$ cat src/rtl/imem_loader.sv
// Instruction memory write side: loads a program from a serial byte stream,
// holds the core in reset while loading, and serves 32-bit fetches combinationally.
module imem_loader #(
    parameter int          DEPTH_BYTES = 64,
    parameter logic [31:0] NOP_INST    = 32'h00000013
) (
    input  logic                         clk,
    input  logic                         reset,
    input  logic                         ld_valid,
    output logic                         ld_ready,
    input  logic [7:0]                   ld_byte,
    input  logic                         ld_last,
    input  logic                         ld_restart,
    input  logic [31:0]                  fetch_addr,
    output logic [31:0]                  fetch_inst,
    output logic                         cpu_hold,
    output logic                         load_done,
    output logic [$clog2(DEPTH_BYTES):0] byte_count,
    output logic                         err_overflow
);

    localparam int AW = $clog2(DEPTH_BYTES);
    localparam int CW = AW + 1;

    typedef enum logic [1:0] {
        IDLE = 2'd0,
        LOAD = 2'd1,
        DONE = 2'd2
    } state_t;

    state_t          state, state_nxt;
    logic [CW-1:0]   count_nxt;
    logic            err_nxt;
    logic            accept;
    logic            full;
    logic            wr_en;
    logic [7:0]      mem [DEPTH_BYTES];

    assign ld_ready  = (state != DONE);
    assign cpu_hold  = (state != DONE);
    assign load_done = (state == DONE);

    always_comb begin
        state_nxt = state;
        count_nxt = byte_count;
        err_nxt   = err_overflow;
        wr_en     = 1'b0;
        accept    = ld_valid && ld_ready;
        full      = (byte_count == CW'(DEPTH_BYTES));
        case (state)
            IDLE, LOAD: begin
                if (accept) begin
                    // A byte arriving with memory full is dropped but still counts for ld_last
                    if (!full) begin
                        wr_en     = 1'b1;
                        count_nxt = byte_count + CW'(1);
                    end else begin
                        err_nxt = 1'b1;
                    end
                    state_nxt = ld_last ? DONE : LOAD;
                end
            end
            DONE: begin
                if (ld_restart) begin
                    state_nxt = IDLE;
                    count_nxt = '0;
                    err_nxt   = 1'b0;
                end
            end
            default: state_nxt = IDLE;
        endcase
    end

    always_ff @(posedge clk) begin
        if (reset) begin
            state        <= IDLE;
            byte_count   <= '0;
            err_overflow <= 1'b0;
        end else begin
            state        <= state_nxt;
            byte_count   <= count_nxt;
            err_overflow <= err_nxt;
        end
    end

    always_ff @(posedge clk) begin
        if (wr_en && !reset)
            mem[byte_count[AW-1:0]] <= ld_byte;
    end

    // Aligned word read; address bits above the memory size wrap
    logic [AW-3:0] word_idx;
    logic [CW-1:0] word_top;
    logic          word_ok;
    logic          fetch_unused;

    assign word_idx     = fetch_addr[AW-1:2];
    assign word_top     = {1'b0, word_idx, 2'b11};
    assign word_ok      = (word_top < byte_count);
    assign fetch_unused = ^{fetch_addr[31:AW], fetch_addr[1:0]};

    always_comb begin
        fetch_inst = NOP_INST;
        if (!cpu_hold && word_ok)
            fetch_inst = {mem[{word_idx, 2'd3}], mem[{word_idx, 2'd2}],
                          mem[{word_idx, 2'd1}], mem[{word_idx, 2'd0}]};
    end

endmodule

$ cat config.mk
export PLATFORM = sky130hd
export DESIGN_NAME = imem_loader
export DESIGN_NICKNAME = d
export VERILOG_FILES = /design/src/rtl/imem_loader.sv
export SDC_FILE = /design/constraint.sdc
export NUM_CORES = 1
export LEC_CHECK = 0
export BUFFER_PORTS_ARGS = -buffer_cell sky130_fd_sc_hd__buf_2
export CAP_MARGIN = 40
export CORE_ASPECT_RATIO = 0.6
export CORE_MARGIN = 2
export CORE_UTILIZATION = 40
export DETAILED_ROUTE_END_ITERATION = 8
export PLACE_DENSITY = 0.63
export SLEW_MARGIN = 20
export SYNTH_ARGS = -nofsm -noshare
export SYNTH_HDL_FRONTEND = slang
export SYNTH_SLANG_ARGS = --single-unit
$ cat constraint.sdc
create_clock -name clk -period 3.35 [get_ports clk]
set_clock_uncertainty 0.1 [all_clocks]
set_input_delay 0.335 -clock clk [delete_from_list [all_inputs] [get_ports clk]]
set_output_delay 0.335 -clock clk [all_outputs]
set_load 0.02 [all_outputs]
# ---- Word-level counts from Yosys, hierarchy flattened
# Memories as Yosys holds them, arrays and structs flattened.
# Cells that the tools add are included.
dict set report op_classes {
  add_sub_neg 1
  magnitude_cmp 1
  n_eq_ne 8
  muxes 18
  n_reduce_logical 11
}
# operator count
set ops {}
lappend ops {{$mux W32} 1}
lappend ops {{$mux W7} 3}
lappend ops {{$pmux W7 S2} 1}
lappend ops {{$ne A2 B2 Y1 const B} 5}
lappend ops {{$mux W1} 8}
lappend ops {{$reduce_and A4 Y1} 2}
lappend ops {{$add A7 B1 Y7 const B} 1}
lappend ops {{$eq A7 B7 Y1 const B} 1}
lappend ops {{$lt A6 B7 Y1} 1}
lappend ops {{$mux W2} 3}
lappend ops {{$pmux W2 S2} 1}
lappend ops {{$logic_and A1 B1 Y1} 3}
lappend ops {{$eq A2 B1 Y1 const B} 1}
lappend ops {{$eq A2 B2 Y1 const B} 1}
lappend ops {{$logic_not A1 Y1} 2}
lappend ops {{$logic_not A2 Y1} 1}
lappend ops {{$pmux W1 S2} 1}
lappend ops {{$reduce_and A2 Y1} 1}
lappend ops {{$reduce_bool A2 Y1} 1}
lappend ops {{$reduce_or A2 Y1} 1}
dict set report totals {
  register_bits 10
  ramBits 512
  input_bits 45
  elab_cells 43
  mem_count 1
}
# name depth width read_ports rd_clocked_by_memory_dff write_ports line_no
set memory_table {}
lappend memory_table {mem 64 8 4 0 1 37} ;# logic [7:0] mem [DEPTH_BYTES];

# ---- Logic depth before layout (Yosys ltp)
dict set report logic_depth {
  ltp_word 7
  depth_mapped 8
  mapped_depth_nobuf 7
}

# ---- Least setup slack after synthesis
# Ideal clock, no wire load.
dict set report synth_timing {
  kind {reg-to-reg}
  start {register byte_count[1]}
  end {memory mem[57][0] (enable)}
  setup_time_ns 0.371
  arrival_time_ns 1.988
  setup_slack_ns 0.891
  path_stages_with_launch 9
  path_buffers 1
  synth_period_minus_slack_ns 2.459
  cell_sequence {dfxtp_1 > clkbuf_1 > inv_1 > ha_1 > nand2_1 > o31ai_1 > nor2_1 > nand3_1 > nor2_1}
}
dict set report synth_via {
  elab_chain_cells 7
}
# element line_no
set synth_lines {}
lappend synth_lines {{start: declaration} 18} ;# output logic [$clog2(DEPTH_BYTES):0] byte_count,
lappend synth_lines {{start signal: assignment} 81} ;# byte_count <= count_nxt;
lappend synth_lines {{$eq A7 B7 Y1} 49} ;# full = (byte_count == CW'(DEPTH_BYTES));
lappend synth_lines {{$mux W1} 54} ;# if (!full) begin
lappend synth_lines {{$mux W1} 52} ;# if (accept) begin
lappend synth_lines {{$mux W1} 50} ;# case (state)
lappend synth_lines {{$logic_and A1 B1 Y1} 87} ;# if (wr_en && !reset)
lappend synth_lines {{$mux W1} 87}
lappend synth_lines {{$mux W1 (implied by the code)} 88} ;# mem[byte_count[AW-1:0]] <= ld_byte;
lappend synth_lines {{end: declaration} 37}
# Several ways; a longest one is shown, not always the timed one.

# ---- Worst setup path in the final report
dict set report layout_timing {
  start {register byte_count[3]}
  end {output port fetch_inst[25]}
}
dict set report layout_via {
  elab_chain_cells 3
}
# element line_no
set layout_lines {}
lappend layout_lines {{$lt A6 B7 Y1} 99} ;# assign word_ok = (word_top < byte_count);
lappend layout_lines {{$logic_and A1 B1 Y1} 104} ;# if (!cpu_hold && word_ok)
lappend layout_lines {{$mux W32} 104}
lappend layout_lines {{end: declaration} 15} ;# output logic [31:0] fetch_inst,
# Every way passes these cells.

==> run summary <==
Status -> complete, no violations
Period utilization -> 96.2%
Inserted Clock Buffers -> 45
Synth area leader -> edfxtp_1
CTS H-tree depth -> 2
Power Total -> 12.8 mW
TritonCTS clock tree -> done
Endpoints failing hold -> 0
FF-to-FF setup slack -> 0.31 ns
Synth-to-Final Area Change -> 15.8%
Cell Area, Synth -> 20100 um2
Leakage -> 7.39 nW
CP startpoint -> byte_count[3]$_SDFFE_PP0P_
Unrepaired setup endpoints after global routing -> no
VDD IR max -> 0.000345 V
Clock root cell -> clkbuf_16
Post-synthesis sequential area ratio -> 77.3%
Slew @ Worst Pin -> 0.849 ns
Max-capacitance violation count -> 0
Final Max Slew Viols -> 0
Most used DFF post-synth -> edfxtp_1
First-pass GRT wire length -> 67.5 mm
DIE AREA -> 52200 um2
Origin of the critical flop-to-flop path -> byte_count[0]$_SDFFE_PP0P_
Routed Antenna Nets -> 0
Share of cells above drive strength 1 -> 30.5%
Final nets -> 1153
Post-synth EDFFs -> 512
Minimum clock period after layout -> 3.22 ns
Die H -> 178 um
Gr ovfl total -> 0
CORE AREA -> 49600 um2
Tot GR Track Use -> 17.8%
Yosys cell types -> 38
Max Root-Sink Buffers -> 3
Clk slew on worst S/H paths -> 0.07 ns
IO Pins -> 88
Synth top area cells -> edfxtp_1 (76%), mux4_2 (14%), a22oi_1 (2.2%), nor2_1 (1.4%), dfxtp_1 (0.99%)
Post-route DRC -> 0
Syn_nets -> 1007
CP max FO -> 12
Largest net degree at the start of global routing -> 73
Slowest stage cell on the critical path -> dfxtp_2
Post-synth ARST share -> 0%
Diodes inserted -> 0
Final HPWL DP -> 29.4 mm
Min-delay src -> ld_byte[1]
CP Launch Type -> flip-flop
CP Cell Sequence -> inv_1 -> ha_1 -> a21o_1 -> a21oi_1 -> o221ai_4 -> buf_4 -> a21oi_1 -> buf_2
Final setup vio count -> 0
Count of warnings emitted by yosys -> 0
Setup crit end kind -> output pin
Clk Latency, worst-skew pair -> 0.55 ns
CP Data Required Time -> 2.91 ns
CP peak stage delay -> 0.45 ns
Hold crit path type -> input pin to flip-flop
Initial antenna violation count -> 1
Final wirelength -> 45.7 mm
Worst Hold Depth -> 1
# rows -> 63
FMAX -> 310 MHz
#FFs+latches synth -> 522
Final GP Congestion -> 0.755
Worst Hold Endpoint -> mem[63][1]$_DFFE_PP_
Initial drt markers -> 1092
IO Port Bufs -> 59
Critical path class -> flip-flop to output pin
R2R cell count -> 7
Avg Inst Size Synth -> 21.1 um2
Initial Util -> 40.6%
Vias per Instance -> 5.60
Reg2reg end -> mem[36][7]$_DFFE_PP_
Vias in the first global route -> 10000
Post-synth top area share -> 76.3%
Pwr dens -> 550 nW/um2
Worst EP arrival -> 2.79 ns
CP top delay family -> compound AO/OA/AOI/OAI gates
Vias after detailed routing -> 10000
Most frequent CP cell -> a21oi_1
DR pass1 iterations -> 5
WP buf/inv -> 3
Slew HR -> 43.2%
Mapped Cells -> 957
Clock sink count -> 522
Drt wl/cell -> 25.5 um
Setup TNS -> 0 ns
Die Span X -> 294 um
==> what timing repair did <==
item	CTS	global route
gates cloned	0	0
pin swaps	0	0
hold buffers	3	1
buffers inserted	0	0
gates resized for setup	2	2
endpoints found under the hold margin	3	6
endpoints found under the setup margin	12	4
==> stage by stage <==
stage                     worst slack (ns)  cells  area [um2]  util (%)  hold slack, ns
after floorplan                      0.891    957       20100         -           0.314
after global placement               0.308   1669       21500      43.4           0.329
after detailed placement             0.276   1675       21600      43.7           0.347
after CTS                           0.0111   1759       23100      46.6         0.00746
after global routing               0.00533   1787       23300      47.1         0.00537
final                                0.126   1787       23300      47.1          0.0226
==> per-layer routing <==
metal  routed length (um)  share of wire [%]  GRT usage, %
met1                21000                 46          27.4
met2                20100                 44          26.2
met3                 3860                8.4          3.91
met4                  704                1.5          3.70
met5                   11              0.024             0
==> logic make-up (layout without fill, tap and decap cells) <==
kind of cell	count (synthesis)	count (layout)	share of synthesized area, %
simple gates	123	123	2.76
compound gates	116	116	3.86
mux	129	129	14.4
flops	522	522	77.3
buf+inv	62	242	1.40
fa+ha+maj	5	5	0.311
==> synth_stat cells (all sizes together), types with 4 or more instances <==
master,count
a21oi,39
mux4,128
clkbuf,22
nand4,4
ha,5
dfxtp,10
nand2,7
nor2,75
buf,32
nand2b,4
nand3,15
nor2b,8
edfxtp,512
inv,8
a211oi,5
a22oi,58
==> sequential cells by signal, summed over array words and instances, names as in the netlist <==
signal and count:
mem 512, byte_count 7, state 2, err_overflow 1
==> area by class of cell <==
cell class	count	area, um2
fill	4067	26200
sequential	522	15600
multi-input combinational	373	4320
clock buffer	58	1220
timing repair buffer	153	1190
tap	650	813
clock inverter	23	188
inverter	8	30.0
==> power breakdown <==
part / leakage (nW) / switching [mW] / total (mW) / internal [mW]
combinational: 2.02 / 0.369 / 0.612 / 0.243
sequential: 4.68 / 0.00745 / 7.18 / 7.17
clock: 0.687 / 2.25 / 5.05 / 2.80
==> cell usage in the layout (no fill, tap or decap), types with 3 or more instances in the layout <==
| master | n |
|---|---|
| nand2_1 | 7 |
| mux4_2 | 128 |
| dlygate4sd3_1 | 4 |
| clkinv_1 | 10 |
| clkbuf_1 | 11 |
| a211oi_1 | 4 |
| nor3_1 | 3 |
| nor2b_1 | 6 |
| nand4_1 | 4 |
| inv_1 | 8 |
| dfxtp_1 | 9 |
| buf_12 | 10 |
| bufinv_16 | 3 |
| nand3_1 | 15 |
| buf_2 | 57 |
| edfxtp_1 | 512 |
| o21ai_0 | 3 |
| buf_4 | 78 |
| nor2_1 | 73 |
| a21oi_1 | 38 |
| nand2b_1 | 4 |
| a22oi_1 | 58 |
| clkbuf_16 | 47 |
| ha_1 | 5 |
| clkinv_2 | 7 |
==> worst max-delay path by stage <==
stage / endpoint / cells past startpoint
after CTS: fetch_inst[13] / 8
after global placement: mem[52][6]$_DFFE_PP_ / 6
after global routing: fetch_inst[27] / 8
after detailed placement: mem[60][6]$_DFFE_PP_ / 6
final: fetch_inst[25] / 8
after floorplan: mem[57][0]$_DFFE_PP_ / 8
(Power assumes the default switching activity.)
